## src/rtl/keypad_if.sv

```systemverilog
// Scanner <-> row/column decoder link plus the debounced key event outputs.
// master = keypad_scan side, slave = decoder / key consumer side.
interface keypad_if;
    logic       press;
    logic [3:0] scan_code;
    logic [2:0] sel;
    logic       key_valid;
    logic [3:0] key_code;
    logic       key_held;

    modport master (
        input  press,
        input  scan_code,
        output sel,
        output key_valid,
        output key_code,
        output key_held
    );

    modport slave (
        output press,
        output scan_code,
        input  sel,
        input  key_valid,
        input  key_code,
        input  key_held
    );
endinterface

```

## src/rtl/keypad_scan.sv

```systemverilog
// Row scan initiator for the 3x3 keypad decoder.
// Debounces press and release and emits one key event per physical press.
module keypad_scan #(
    parameter int unsigned SCAN_DIV     = 1000,
    parameter int unsigned DEBOUNCE_CNT = 4,
    parameter int unsigned NUM_ROWS     = 3
) (
    input  logic     clk,
    input  logic     rst,
    keypad_if.master kp
);
    localparam int unsigned DIV_W = $clog2(SCAN_DIV);
    localparam int unsigned CNT_W = $clog2(DEBOUNCE_CNT + 1);
    localparam int unsigned SEL_W = 3;
    localparam int unsigned KEY_W = 4;

    typedef enum logic [1:0] {SCAN, DEBOUNCE, HELD} state_t;

    state_t             state_q, state_d;
    logic [DIV_W-1:0]   div_cnt;
    logic               tick_c;
    logic [CNT_W-1:0]   deb_q, deb_d, rel_q, rel_d;
    logic [KEY_W-1:0]   cand_q, cand_d, code_q, code_d;
    logic [SEL_W-1:0]   sel_q, sel_d, sel_next_c;
    logic               valid_q, valid_d, held_q, held_d;
    logic               cand_match_c, held_match_c;

    // Row dwell divider; inputs are only trusted on the last clock of a dwell.
    always_ff @(posedge clk) begin
        if (rst || tick_c) div_cnt <= '0;
        else               div_cnt <= div_cnt + DIV_W'(1);
    end

    assign tick_c       = (div_cnt == DIV_W'(SCAN_DIV - 1));
    assign sel_next_c   = (sel_q == SEL_W'(NUM_ROWS - 1)) ? '0 : sel_q + SEL_W'(1);
    assign cand_match_c = kp.press && (kp.scan_code == cand_q);
    assign held_match_c = kp.press && (kp.scan_code == code_q);

    always_ff @(posedge clk) begin
        if (rst) begin
            state_q <= SCAN;
            deb_q   <= '0;
            rel_q   <= '0;
            cand_q  <= 4'hF;
            code_q  <= 4'hF;
            sel_q   <= '0;
            valid_q <= 1'b0;
            held_q  <= 1'b0;
        end else begin
            state_q <= state_d;
            deb_q   <= deb_d;
            rel_q   <= rel_d;
            cand_q  <= cand_d;
            code_q  <= code_d;
            sel_q   <= sel_d;
            valid_q <= valid_d;
            held_q  <= held_d;
        end
    end

    always_comb begin
        state_d = state_q;
        deb_d   = deb_q;
        rel_d   = rel_q;
        cand_d  = cand_q;
        code_d  = code_q;
        sel_d   = sel_q;
        valid_d = 1'b0;
        held_d  = held_q;

        case (state_q)
            SCAN: begin
                if (tick_c) begin
                    if (kp.press) begin
                        cand_d = kp.scan_code;
                        deb_d  = CNT_W'(1);
                        if (DEBOUNCE_CNT == 1) begin
                            code_d  = kp.scan_code;
                            valid_d = 1'b1;
                            held_d  = 1'b1;
                            rel_d   = '0;
                            state_d = HELD;
                        end else begin
                            state_d = DEBOUNCE;
                        end
                    end else begin
                        sel_d = sel_next_c;
                    end
                end
            end
            DEBOUNCE: begin
                if (tick_c) begin
                    if (cand_match_c) begin
                        if (deb_q >= CNT_W'(DEBOUNCE_CNT - 1)) begin
                            deb_d   = CNT_W'(DEBOUNCE_CNT);
                            code_d  = cand_q;
                            valid_d = 1'b1;
                            held_d  = 1'b1;
                            rel_d   = '0;
                            state_d = HELD;
                        end else begin
                            deb_d = deb_q + CNT_W'(1);
                        end
                    end else begin
                        deb_d   = '0;
                        sel_d   = sel_next_c;
                        state_d = SCAN;
                    end
                end
            end
            HELD: begin
                // A different code on the frozen row counts toward release, never a new event.
                if (tick_c) begin
                    if (held_match_c) begin
                        rel_d = '0;
                    end else if (rel_q >= CNT_W'(DEBOUNCE_CNT - 1)) begin
                        rel_d   = CNT_W'(DEBOUNCE_CNT);
                        held_d  = 1'b0;
                        sel_d   = sel_next_c;
                        state_d = SCAN;
                    end else begin
                        rel_d = rel_q + CNT_W'(1);
                    end
                end
            end
            default: state_d = SCAN;
        endcase
    end

    assign kp.sel       = sel_q;
    assign kp.key_valid = valid_q;
    assign kp.key_code  = code_q;
    assign kp.key_held  = held_q;
endmodule

```

## src/flat_wrapper.sv

```systemverilog
// flat-port wrapper written by rule: the top's interface ports become plain ports
module keypad_scan_flat 
#(
    parameter int unsigned SCAN_DIV     = 1000,
    parameter int unsigned DEBOUNCE_CNT = 4,
    parameter int unsigned NUM_ROWS     = 3
)
  (clk, rst, kp_press, kp_scan_code, kp_sel, kp_key_valid, kp_key_code, kp_key_held);
  keypad_if kp_i ();
  input  logic clk;
  input  logic rst;
  input wire logic [$bits(kp_i.press)-1:0] kp_press;
  input wire logic [$bits(kp_i.scan_code)-1:0] kp_scan_code;
  output wire logic [$bits(kp_i.sel)-1:0] kp_sel;
  output wire logic [$bits(kp_i.key_valid)-1:0] kp_key_valid;
  output wire logic [$bits(kp_i.key_code)-1:0] kp_key_code;
  output wire logic [$bits(kp_i.key_held)-1:0] kp_key_held;
  assign kp_i.press = kp_press;
  assign kp_i.scan_code = kp_scan_code;
  assign kp_sel = kp_i.sel;
  assign kp_key_valid = kp_i.key_valid;
  assign kp_key_code = kp_i.key_code;
  assign kp_key_held = kp_i.key_held;
  keypad_scan #(.SCAN_DIV(SCAN_DIV), .DEBOUNCE_CNT(DEBOUNCE_CNT), .NUM_ROWS(NUM_ROWS)) u_core (.clk(clk), .rst(rst), .kp(kp_i));
endmodule
```

## config.mk

```make
export PLATFORM = sky130hd
export DESIGN_NAME = keypad_scan_flat
export DESIGN_NICKNAME = d
export VERILOG_FILES = /design/src/rtl/keypad_if.sv /design/src/rtl/keypad_scan.sv /design/src/flat_wrapper.sv
export SDC_FILE = /design/constraint.sdc
export NUM_CORES = 1
export LEC_CHECK = 0
export ABC_AREA = 1
export BUFFER_PORTS_ARGS = -buffer_cell sky130_fd_sc_hd__buf_2
export CAP_MARGIN = 30
export CORE_ASPECT_RATIO = 1.25
export CORE_MARGIN = 2
export CORE_UTILIZATION = 45
export DETAILED_ROUTE_END_ITERATION = 8
export PLACE_DENSITY = 0.65
export RECOVER_POWER = 25
export SLEW_MARGIN = 20
export SYNTH_ARGS = -nofsm -noshare
export SYNTH_HDL_FRONTEND = slang
export SYNTH_SLANG_ARGS = --single-unit
```

## constraint.sdc

```tcl
create_clock -name clk -period 1.7 [get_ports clk]
set_input_delay 0 -clock clk [delete_from_list [all_inputs] [get_ports clk]]
set_output_delay 0 -clock clk [all_outputs]
set_load 0.05 [all_outputs]
```

Word level (Yosys, flattened, before mapping). Cells that the tools add are included.

Bits in registers: 31. Bits of input ports: 7. Word-level logic and storage cells: 89.

Add/subtract/negate cells: 4. Magnitude comparators: 2. Eq/ne operators: 17. Muxes and demuxes: 39. Bitwise operators: 3. Reduce and logical (&&, ||, !) cells: 15.

Operators by type and width (number): 3-bit 2-to-1 mux (19); 2-bit 2-to-1 mux (8); 7-bit AND reduction (2); 2-bit by 1-bit != test with 1-bit output (second input constant) (6); 3-bit one-hot mux with 2 select lines (2); 10-bit by 1-bit adder with 10-bit output (second input constant) (1); 10-bit == test (second input constant) (1); 3-bit by 1-bit adder with 3-bit output (second input constant) (3); 3-bit one-hot mux with 3 select lines (1); 4-bit == test (2); 2-bit != test (second input constant) (4); 4-bit AND reduction (2); 8-bit AND reduction (1); 1-bit 2-to-1 mux (7); 3-bit by 2-bit greater-or-equal comparator with 1-bit output (second input constant) (2); 2-bit one-hot mux with 3 select lines (1); 5-bit AND reduction (1); 2-bit nonzero test (2); 4-bit OR reduction (1); 3-bit by 2-bit == test with 1-bit output (second input constant) (1); 3-bit != test (second input constant) (1); 1-bit inverter (3); 3-bit AND reduction (1); 3-bit nonzero test (1); other kinds (6) (7).

Longest topological paths before layout.
Depth in word-level cells: 6. Gate-level depth with buffers: 12. Depth with buffers taken out: 12.

Least setup slack after synthesis. Ideal clock, no wire load.

Path kind: register to register. Start point: register u_core.code_q[3], in the netlist u_core.kp.key_code[3]. End point: register u_core.sel_q[2], in the netlist u_core.kp.sel[2]. Setup time: 0.109 ns. Arrival: 1.524 ns. Data required time: 1.591 ns. Slack: 0.067 ns. Cell stages (with the launch flop): 12. Path buffers: 0. Period minus slack after synthesis: 1.633 ns. Path through: dfxtp_1 -> inv_1 -> nand2_1 -> nand2_1 -> nor2_1 -> nand3_1 -> nor2_1 -> nor2_4 -> nand2_4 -> nand2_1 -> nand2_1 -> nor2_2.

Word-level cells in the longest chain between the ends: 4.

RTL lines: start, declared (RTL line keypad_scan.sv:23) `logic [KEY_W-1:0] cand_q, cand_d, code_q, code_d;`; start signal, assigned (RTL line keypad_scan.sv:54) `code_q <= code_d;`; 4-bit == test (RTL line keypad_scan.sv:37) `assign held_match_c = kp.press && (kp.scan_code == code_q);`; 1-bit logical AND (RTL line keypad_scan.sv:37); 2-bit != test (no source line); 8-bit AND reduction (no source line); end signal, assigned (RTL line keypad_scan.sv:55) `sel_q <= sel_d;`; end, declared (RTL line keypad_scan.sv:24) `logic [SEL_W-1:0] sel_q, sel_d, sel_next_c;`.

Every way passes these cells. A chain may end at the register's enable or synchronous reset.

Worst setup path after layout.
Start point: register u_core.rel_q[0]. End point: register u_core.rel_q[1].

Word-level cells in the longest chain between the ends: 5.

RTL lines: start, declared (RTL line keypad_scan.sv:22) `logic [CNT_W-1:0] deb_q, deb_d, rel_q, rel_d;`; start signal, assigned (RTL line keypad_scan.sv:52) `rel_q <= rel_d;`; 3-bit by 1-bit adder with 3-bit output or 3-bit by 2-bit greater-or-equal comparator with 1-bit output (tied branches) (RTL line keypad_scan.sv:122, keypad_scan.sv:116); 3-bit 2-to-1 mux (*) (RTL line keypad_scan.sv:116) `end else if (rel_q >= CNT_W'(DEBOUNCE_CNT - 1)) begin`; 3-bit 2-to-1 mux (*) (RTL line keypad_scan.sv:114) `if (held_match_c) begin`; 3-bit 2-to-1 mux (*) (RTL line keypad_scan.sv:113) `if (tick_c) begin`; 3-bit one-hot mux with 2 select lines (*) (RTL line keypad_scan.sv:71) `case (state_q)`.

Mark *: on every way between the ends. The rest lies on a longest branch, timed or not. The select of a mux whose other input is x is not followed.

==> flow_summary.yaml <==
route:
  detail-route-antenna-nets: 0
  vias_per_cell: 5.06
  first_iter_violations: 57
  routedWlPerCell_um: 11.6
  routed_wl_um: 3870
  top_layer: "met4"
  dr_wl_met2_um: 1980
  drt_pass1_iterations: 4
  vias: 1685
  drt-met1-wl_um: 1730
  wl_met3_um: 95
  drc_errors: 0
synthesis:
  ys_top_cells_by_count: "nand2_1 (65), inv_1 (34), nor2_1 (33)"
  yosysWarnings: 0
  synth_top_area_share_pct: 35.3
  synth_cell_types: 26
  synth_flop_cell: "dfxtp_1"
  post-synth-top-count-cell: "nand2_1"
  async_reset_ff_share_pct: 0
  syn_inst: 254
  syn-cell-area_mm2: 0.00176
  avgSynthCellArea_um2: 6.93
  ys_seq_area_share_pct: 35.3
  synth_nets: 271
  ys_top_cells_by_area: "dfxtp_1 (35%), nand2_1 (14%), inv_1 (7.3%), ha_1 (7.1%), nor2_1 (7.0%)"
  synth-edff-count: 0
  ys_seq_elements: 31
  yosys.area.top_type: "dfxtp_1"
placement:
  dp_hpwl_um: 2900
  gp_routability_congestion: 0.910
  portBuffers: 15
  numPlacedInstances: 320
  place_ws_ns: 0.0261
sta:
  grt_setup_unrepaired: "yes"
  skew_ns: 0.00640
  layout_min_cycle_time_ns: 1.66
  tightest_slew_ns: 0.608
  drv_slew: 0
  fmax_ghz: 0.601
  setup_violations: 0
  fin_setup_tns_ns: 0
  finalCritPeriodShare_pct: 97.9
  slew_headroom_pct: 59.6
  hold_viol: 0
  fin_ws_ns: 0.0356
floorplanning:
  ios: 16
  fp.dieH_um: 73.9
  die_w_um: 59.9
  start_util_pct: 46.9
  num_rows: 25
  dieArea_mm2: 0.00443
  fp.coreArea_mm2: 0.00375
power:
  power.net_switching_uw: 774
  comb_power_share_pct: 28.1
  intPower_mw: 1.58
  clock_power_share_pct: 37.5
  leakage_nw: 1.07
  switching_share_pct: 32.9
  pwr-share-seq_pct: 34.5
  vdd_drop_max_mv: 0.584
  p_per_area_mw_per_mm2: 1060
cells_and_area:
  antenna_cells: 0
  finish.utilization_pct: 58.9
  fin_nets: 309
  fillCellCount: 371
  drive_gt1_share_pct: 24.6
  synthToLayoutAreaGrowth_pct: 25.6
  instances_no_fill: 333
worst_setup_path:
  timing.critical_path.mode_cell: "ha_1"
  rr_worst_depth: 9
  worst_path_max_delay_cell: "dfxtp_2"
  rrSetupSlack_ns: 0.04
  cp_top_family: "simple AND/OR/NAND/NOR gates"
  critPathKind: "reg2reg"
  crit_required_ns: 1.92
  cp.depth: 9
  critPathLaunchType: "register"
  endpoint_kind: "register"
  cp.buffers_inverters: 2
  slowest_delay_ns: 0.34
  path_max_fanout: 4
  worstPathArrival_ns: 1.88
  critical_path.cell_chain: "ha_1 > ha_1 > inv_2 > nand3_2 > nor2_4 > buf_4 > nand3_1 > nand3b_1 > a21oi_1"
clock_network:
  numCtsBuffers: 5
  clk_latency_ns: 0.29
  clk_path_buf_depth: 2
  cts-root-buf: "clkbuf_8"
  cts_max_level: 2
  clock-sinks: 31
  cts_tree: "done"
  path_clk_slew_ns: 0.07
global_route:
  grt_max_degree: 17
  first_global_vias: 1524
  gr-usage-all-layers_pct: 19.2
  grt_pass1_wl_um: 6380
  gr-total-overflow: 0
  grt_antenna_before_repair: 0
status:
  status: "completed"
min_path:
  holdPathStages: 3
  hold_class: "in2reg"
flow_run:
  max_cap_viol_count: 0
## kinds of logic after synthesis
logic type / count (synthesis) / synth area share (%)
and+or+nand+nor: 142 / 38.1
buffers and inverters: 38 / 8.32
DFF: 31 / 35.3
AOI/OAI and AO/OA: 30 / 9.74
adders and majority gates: 10 / 7.11
xor gates and xnor gates: 3 / 1.49
## layout make-up
class / count / area (µm²) / share of cell area [%]
Clock buffer: 5 / 68.8 / 3.11
Clock inverter: 3 / 67.6 / 3.06
Inverter: 37 / 139 / 6.29
Multi-Input combinational cell: 185 / 1060 / 47.8
Sequential cell: 31 / 633 / 28.7
Tap cell: 40 / 50.0 / 2.27
Timing Repair Buffer: 32 / 195 / 8.83
## tightest hold or removal path, stage by stage
cell and delay, ns:
buf_2 0.12, nand3_1 0.08, nand3_1 0.08
## timing repair
| action | in CTS | in global routing |
|---|---|---|
| hold buffers | 1 | 0 |
| buffers inserted | 0 | 4 |
| setup endpoints to repair | 0 | 19 |
| hold endpoints to repair | 1 | 0 |
| gates resized for setup | 0 | 31 |
## flip-flops by register name, indices dropped and copies added, names as in the netlist
register	cells
u_core.div_cnt	10
u_core.cand_q	4
u_core.kp.key_code	4
u_core.deb_q	3
u_core.kp.sel	3
u_core.rel_q	3
u_core.state_q	2
u_core.kp.key_held	1
u_core.kp.key_valid	1
## final timing paths
check,start,to
setup / recovery,u_core.rel_q[0],u_core.rel_q[1]
hold / removal,kp_scan_code[2],u_core.cand_q[2]
setup reg to reg,u_core.rel_q[0],u_core.rel_q[1]
hold reg to reg,u_core.div_cnt[0],u_core.div_cnt[0]
## power groups by stage
stage                     clock (mW)  sequential, mW  combinational (mW)
final                          0.881           0.811               0.660
after detailed placement           0           0.823               0.623
after global routing           0.921           0.818               0.741
after floorplan                    0           0.901               0.397
after CTS                      0.897           0.806               0.627
after global placement             0           0.821               0.623
## metrics by stage
stage                     hold slack, ns  instance area [µm²]  total power [mW]
after detailed placement           0.303                 1970              1.45
after CTS                         0.0235                 2110              2.33
after global placement             0.301                 1970              1.44
after floorplan                   0.0669                 1760              1.30
final                             0.0198                 2210              2.35
after global routing              0.0529                 2210              2.48
## metal layers
metal  GRT usage (%)  vias to the layer above
met5               0                        -
met2            34.4                       25
li1                -                      892
met4            7.65                        0
met3            3.70                        5
met1            21.9                      763
## cell usage in the layout, fill, tap and decap left out, drive strengths merged
| cell | synthesis | final |
|---|---|---|
| nand3b | 4 | 4 |
| inv | 36 | 36 |
| nand2 | 69 | 69 |
| clkinvlp | 0 | 1 |
| xnor2 | 2 | 2 |
| dfxtp | 31 | 31 |
| nand4 | 6 | 6 |
| nand3 | 21 | 21 |
| buf | 0 | 23 |
| o211ai | 6 | 6 |
| nor2 | 38 | 38 |
| ha | 10 | 10 |
| bufinv | 0 | 2 |
| nor3 | 2 | 2 |
| o21bai | 1 | 1 |
| clkbuf | 1 | 13 |
| a21oi | 16 | 16 |
| nor3b | 2 | 2 |
| xor2 | 1 | 1 |
| clkinv | 1 | 1 |
| o21ai | 7 | 7 |
| dlygate4sd3 | 0 | 1 |
Note: power is estimated with default switching activity, not from simulation.
